==> src/rtl/serial_word_transmitter.sv <==
// Serial frame transmitter. Each frame is a start bit, the data bits LSB first, an optional
// even-parity bit and then the stop bits. A word is accepted on a one-cycle start strobe while idle.
module serial_word_transmitter #(
  parameter int WORD_SIZE    = 4,
  parameter int CLKS_PER_BIT = 10,
  parameter int PARITY_EN    = 1,
  parameter int STOP_BITS    = 1
) (
  input  logic                 clock,
  input  logic                 reset_n,
  input  logic [WORD_SIZE-1:0] data_in,
  input  logic                 start,
  output logic                 busy,
  output logic                 done,
  output logic                 tx,
  output logic [WORD_SIZE-1:0] last_word
);

  localparam int BAUD_W = (CLKS_PER_BIT > 1) ? $clog2(CLKS_PER_BIT) : 1;
  localparam int BIT_W  = $clog2(WORD_SIZE + 1);
  localparam logic [BAUD_W-1:0] BAUD_LAST = BAUD_W'(CLKS_PER_BIT - 1);
  localparam logic [BIT_W-1:0]  DATA_LAST = BIT_W'(WORD_SIZE - 1);
  localparam logic [BIT_W-1:0]  STOP_LAST = BIT_W'(STOP_BITS - 1);

  typedef enum logic [2:0] {
    IDLE   = 3'd0,
    START  = 3'd1,
    DATA   = 3'd2,
    PARITY = 3'd3,
    STOP   = 3'd4
  } state_t;

  state_t               state_reg, state_next;
  logic [BAUD_W-1:0]    baud_reg;
  logic [BIT_W-1:0]     bit_reg;
  logic [WORD_SIZE-1:0] shift_reg;
  logic [WORD_SIZE-1:0] word_reg;
  logic [WORD_SIZE-1:0] last_word_reg;
  logic                 parity_reg;
  logic                 done_reg;
  logic                 bit_end;

  assign bit_end = (baud_reg == BAUD_LAST);

  always_ff @(posedge clock or negedge reset_n) begin
    if (!reset_n) begin
      state_reg <= IDLE;
    end else begin
      state_reg <= state_next;
    end
  end

  always_comb begin
    state_next = state_reg;
    case (state_reg)
      IDLE:   if (start) state_next = START;
      START:  if (bit_end) state_next = DATA;
      DATA:   if (bit_end && (bit_reg == DATA_LAST)) state_next = (PARITY_EN != 0) ? PARITY : STOP;
      PARITY: if (bit_end) state_next = STOP;
      STOP:   if (bit_end && (bit_reg == STOP_LAST)) state_next = IDLE;
      default: state_next = IDLE;
    endcase
  end

  // Counters, shift register and the done/last_word bookkeeping. The baud counter is held at
  // zero while idle so the first bit edge lines up exactly with start acceptance.
  always_ff @(posedge clock or negedge reset_n) begin
    if (!reset_n) begin
      baud_reg      <= '0;
      bit_reg       <= '0;
      shift_reg     <= '0;
      word_reg      <= '0;
      last_word_reg <= '0;
      parity_reg    <= 1'b0;
      done_reg      <= 1'b0;
    end else begin
      done_reg <= 1'b0;
      if (state_reg == IDLE) begin
        baud_reg <= '0;
        bit_reg  <= '0;
        if (start) begin
          shift_reg  <= data_in;
          word_reg   <= data_in;
          parity_reg <= ^data_in;
        end
      end else begin
        baud_reg <= bit_end ? '0 : baud_reg + BAUD_W'(1);
        if (bit_end) begin
          // bit_reg counts data bits in DATA and stop bits in STOP; restart it on every state change.
          bit_reg <= (state_next != state_reg) ? '0 : bit_reg + BIT_W'(1);
          if (state_reg == DATA) begin
            shift_reg <= shift_reg >> 1;
          end
        end
        if ((state_reg == STOP) && (state_next == IDLE)) begin
          done_reg      <= 1'b1;
          last_word_reg <= word_reg;
        end
      end
    end
  end

  always_comb begin
    tx   = 1'b1;
    busy = (state_reg != IDLE);
    case (state_reg)
      START:   tx = 1'b0;
      DATA:    tx = shift_reg[0];
      PARITY:  tx = parity_reg;
      default: tx = 1'b1;
    endcase
  end

  assign done      = done_reg;
  assign last_word = last_word_reg;

endmodule

==> config.mk <==
export PLATFORM = sky130hd
export DESIGN_NAME = serial_word_transmitter
export DESIGN_NICKNAME = d
export VERILOG_FILES = /design/src/rtl/serial_word_transmitter.sv
export SDC_FILE = /design/constraint.sdc
export NUM_CORES = 1
export LEC_CHECK = 0
export CAP_MARGIN = 40
export CORE_ASPECT_RATIO = 0.5
export CORE_MARGIN = 5
export CORE_UTILIZATION = 40
export CTS_CLUSTER_SIZE = 24
export DETAILED_ROUTE_END_ITERATION = 7
export PLACE_DENSITY = 0.65
export REMOVE_ABC_BUFFERS = 1
export SKIP_CTS_REPAIR_TIMING = 1
export SYNTH_ARGS = -nofsm -noshare
export SYNTH_HDL_FRONTEND = slang
export SYNTH_SLANG_ARGS = --single-unit
==> constraint.sdc <==
create_clock -name clock -period 1.8 [get_ports clock]
set_clock_uncertainty 0.05 [all_clocks]
set_input_delay 0.27 -clock clock [delete_from_list [all_inputs] [get_ports clock]]
set_output_delay 0.27 -clock clock [all_outputs]
set_load 0.1 [all_outputs]
==> flow_metrics.env <==
export IMPL_cts_sinks=24
export IMPL_fp_dieW_microns=87.3
export IMPL_cp_cell_sequence="nor3_4 -> buf_4 -> inv_1 -> buf_12"
export IMPL_dr_total_vias=772
export IMPL_antenna_found_initial=0
export IMPL_dieArea_sq_um=4250
export IMPL_avgSynthCellArea_sq_um=11.5
export IMPL_cts_made_buffers=3
export IMPL_grt_max_degree=25
export IMPL_critPathArrivalTime_ns=1.40
export IMPL_cts_buffer_depth=2
export IMPL_grtUsageTotal_pct=10.8
export IMPL_cpLargestDelayFamily="flip-flops"
export IMPL_nets=134
export IMPL_slew_headroom_pct=75.8
export IMPL_grt_pass1_wl_microns=3640
export IMPL_end_kind="primary output"
export IMPL_post_drt_via_cell_ratio=4.80
export IMPL_p_leak_nw=0.707
export IMPL_synthMostInstantiatedCell="dfrtp_1"
export IMPL_area_growth_pct=25.8
export IMPL_cp_required_ns=1.48
export IMPL_yosys_top_cells_count="dfrtp_1, nor2_1, nand2_1"
export IMPL_netlist_top_cells_area="dfrtp_1, ha_1, mux2_4, xnor2_1, mux2_2"
export IMPL_antenna_cells=0
export IMPL_gr_max_usage_layer="met2"
export IMPL_path_clk_slew_ns=0.09
export IMPL_post_route_period_util_pct=95.4
export IMPL_ioPinCount=14
export IMPL_worst_pin_slew_ns=0.364
export IMPL_drtIter0Drc=24
export IMPL_hold_viol=0
export IMPL_dpl_hpwl_microns=1450
export IMPL_slowest_stage="dfrtp_2"
export IMPL_synth_top_area_share_pct=50.2
export IMPL_ys_types=30
export IMPL_grtUsageMet2_pct=17.0
export IMPL_max_freq_mhz=583
export IMPL_outcome="finished, final reports clean"
export IMPL_period_needed_ns=1.72
export IMPL_critical_path_class="flip-flop to primary output"
export IMPL_syn_inst=104
export IMPL_place_congestion=0.731
export IMPL_cts_root_buf="clkbuf_8"
export IMPL_dr_pass1_iters=4
export IMPL_core_sq_um=2930
export IMPL_wl_per_cell_microns=12.6
export IMPL_path_max_fanout=10
export IMPL_synth_edf_count=0
export IMPL_startpoint_type="flip-flop"
export IMPL_cap_violations=0
export IMPL_use_met3_pct=3.56
export IMPL_grt_pass1_vias=789
export IMPL_power_mw=1.05
export IMPL_finalSetupViolations=0
export IMPL_yosysTopAreaCell="dfrtp_1"
export IMPL_die_height_microns=48.7
export IMPL_port_buffers=13
export IMPL_synth_ff_latch_count=24
export IMPL_ys_warn_count=0
export IMPL_start_util_pct=40.9
export IMPL_yosysSeqAreaShare_pct=50.2
export IMPL_clock_latency_ns=0.27
export IMPL_synth_ff_type="dfrtp_1"
export IMPL_gr_total_overflow=0
export IMPL_synthesis_area_sq_um=1200
export IMPL_async_reset_ff_share_pct=100
export IMPL_vdd_ir_drop_max_mv=0.475
export IMPL_r2r_slack_ns=0.13
export IMPL_ant_nets=0
export IMPL_setup_ws_ns=0.0835
export IMPL_use_met1_pct=14.4
export IMPL_routed_wirelength_microns=2030
export IMPL_hp_class="primary input to asynchronous set/reset pin"
export IMPL_worst_path_buf_inv=3
export IMPL_cts_tree="done"
export IMPL_rows=14
export IMPL_layout_drive_gt1_share_pct=24.8
export IMPL_cp_slowest_stage_delay_ns=0.49
export IMPL_power_density_nw_per_um2=699
export IMPL_pre_cts_ws_ns=0.122
export IMPL_h_tree_depth=1
export IMPL_slew_viol_final=0
export IMPL_drc=0
==> worst register-to-register path, cell delays in order (launching register included) <==
cell and delay, ns:
dfrtp_1 0.40, inv_1 0.07, ha_1 0.26, nand3b_4 0.11
nor2_1 0.19, nand3_2 0.16, mux2_2 0.31
==> final cells by class <==
cell class                      instances  area [sq um]
Clock buffer                            3          41.3
Clock inverter                          1          30.0
Fill cell                             259          1420
Inverter                                8          30.0
Multi-Input combinational cell         69           541
Sequential cell                        24           603
Tap cell                               40          50.0
Timing Repair Buffer                   16           210
==> cell families after synthesis <==
logic type,Yosys count,synth area share [%]
and+or+nand+nor,33,15.5
adders and majority gates,5,5.23
AOI/OAI and AO/OA,14,8.58
buffers and inverters,11,4.81
xor gates and xnor gates,6,4.39
DFF,24,50.2
muxes,11,11.3
==> report_power, final <==
part,leakage [nW],internal [mW],switching [mW]
sequential,0.310,0.539,0
clock,0.0357,0.297,0.179
combinational,0.362,0.0189,0.0187
==> per-layer routing <==
metal / part of all wire, % / wire (microns) / vias up
met4: 0.49 / 10 / 0
li1: - / - / 384
met3: 3.3 / 66 / 3
met5: 0 / 0 / -
met2: 49 / 984 / 11
met1: 48 / 965 / 374
==> cells in the final DEF (no fill, tap or decap), types with 2 or more instances in the layout <==
master	count
mux2_4	4
inv_1	8
mux2i_1	3
ha_1	5
nor2_1	11
clkbuf_8	3
xnor2_1	6
a21oi_1	2
nor3b_1	2
nand2_1	10
clkdlybuf4s50_1	6
o22ai_1	2
o21ai_0	3
buf_4	4
buf_12	6
nand2b_1	2
mux2_2	4
dfrtp_1	22
dfrtp_2	2
==> through the flow <==
stage	util, %	std cells	cell area [sq um]	setup TNS (ns)	hold slack, ns
after global placement	48.8	157	1430	0	0.411
after CTS	51.3	161	1500	0	0.308
final	51.5	161	1510	0	0.303
after floorplan	-	101	1170	-0.100	-0.0756
after detailed placement	48.8	157	1430	0	0.424
after global routing	51.5	161	1510	-0.00333	0.340
==> worst paths after layout <==
| kind | from | end | cells after the start |
|---|---|---|---|
| max | state_reg[1] | busy | 4 |
| min | reset_n | last_word[3] | 2 |
| max reg2reg | baud_reg[1] | last_word[1] | 6 |
| min reg2reg | shift_reg[1] | shift_reg[1] | 2 |
| max in group asynchronous | reset_n | state_reg[1] | 2 |
| min in group clock | shift_reg[1] | shift_reg[1] | 2 |
Power figures use the tool's default switching activity.
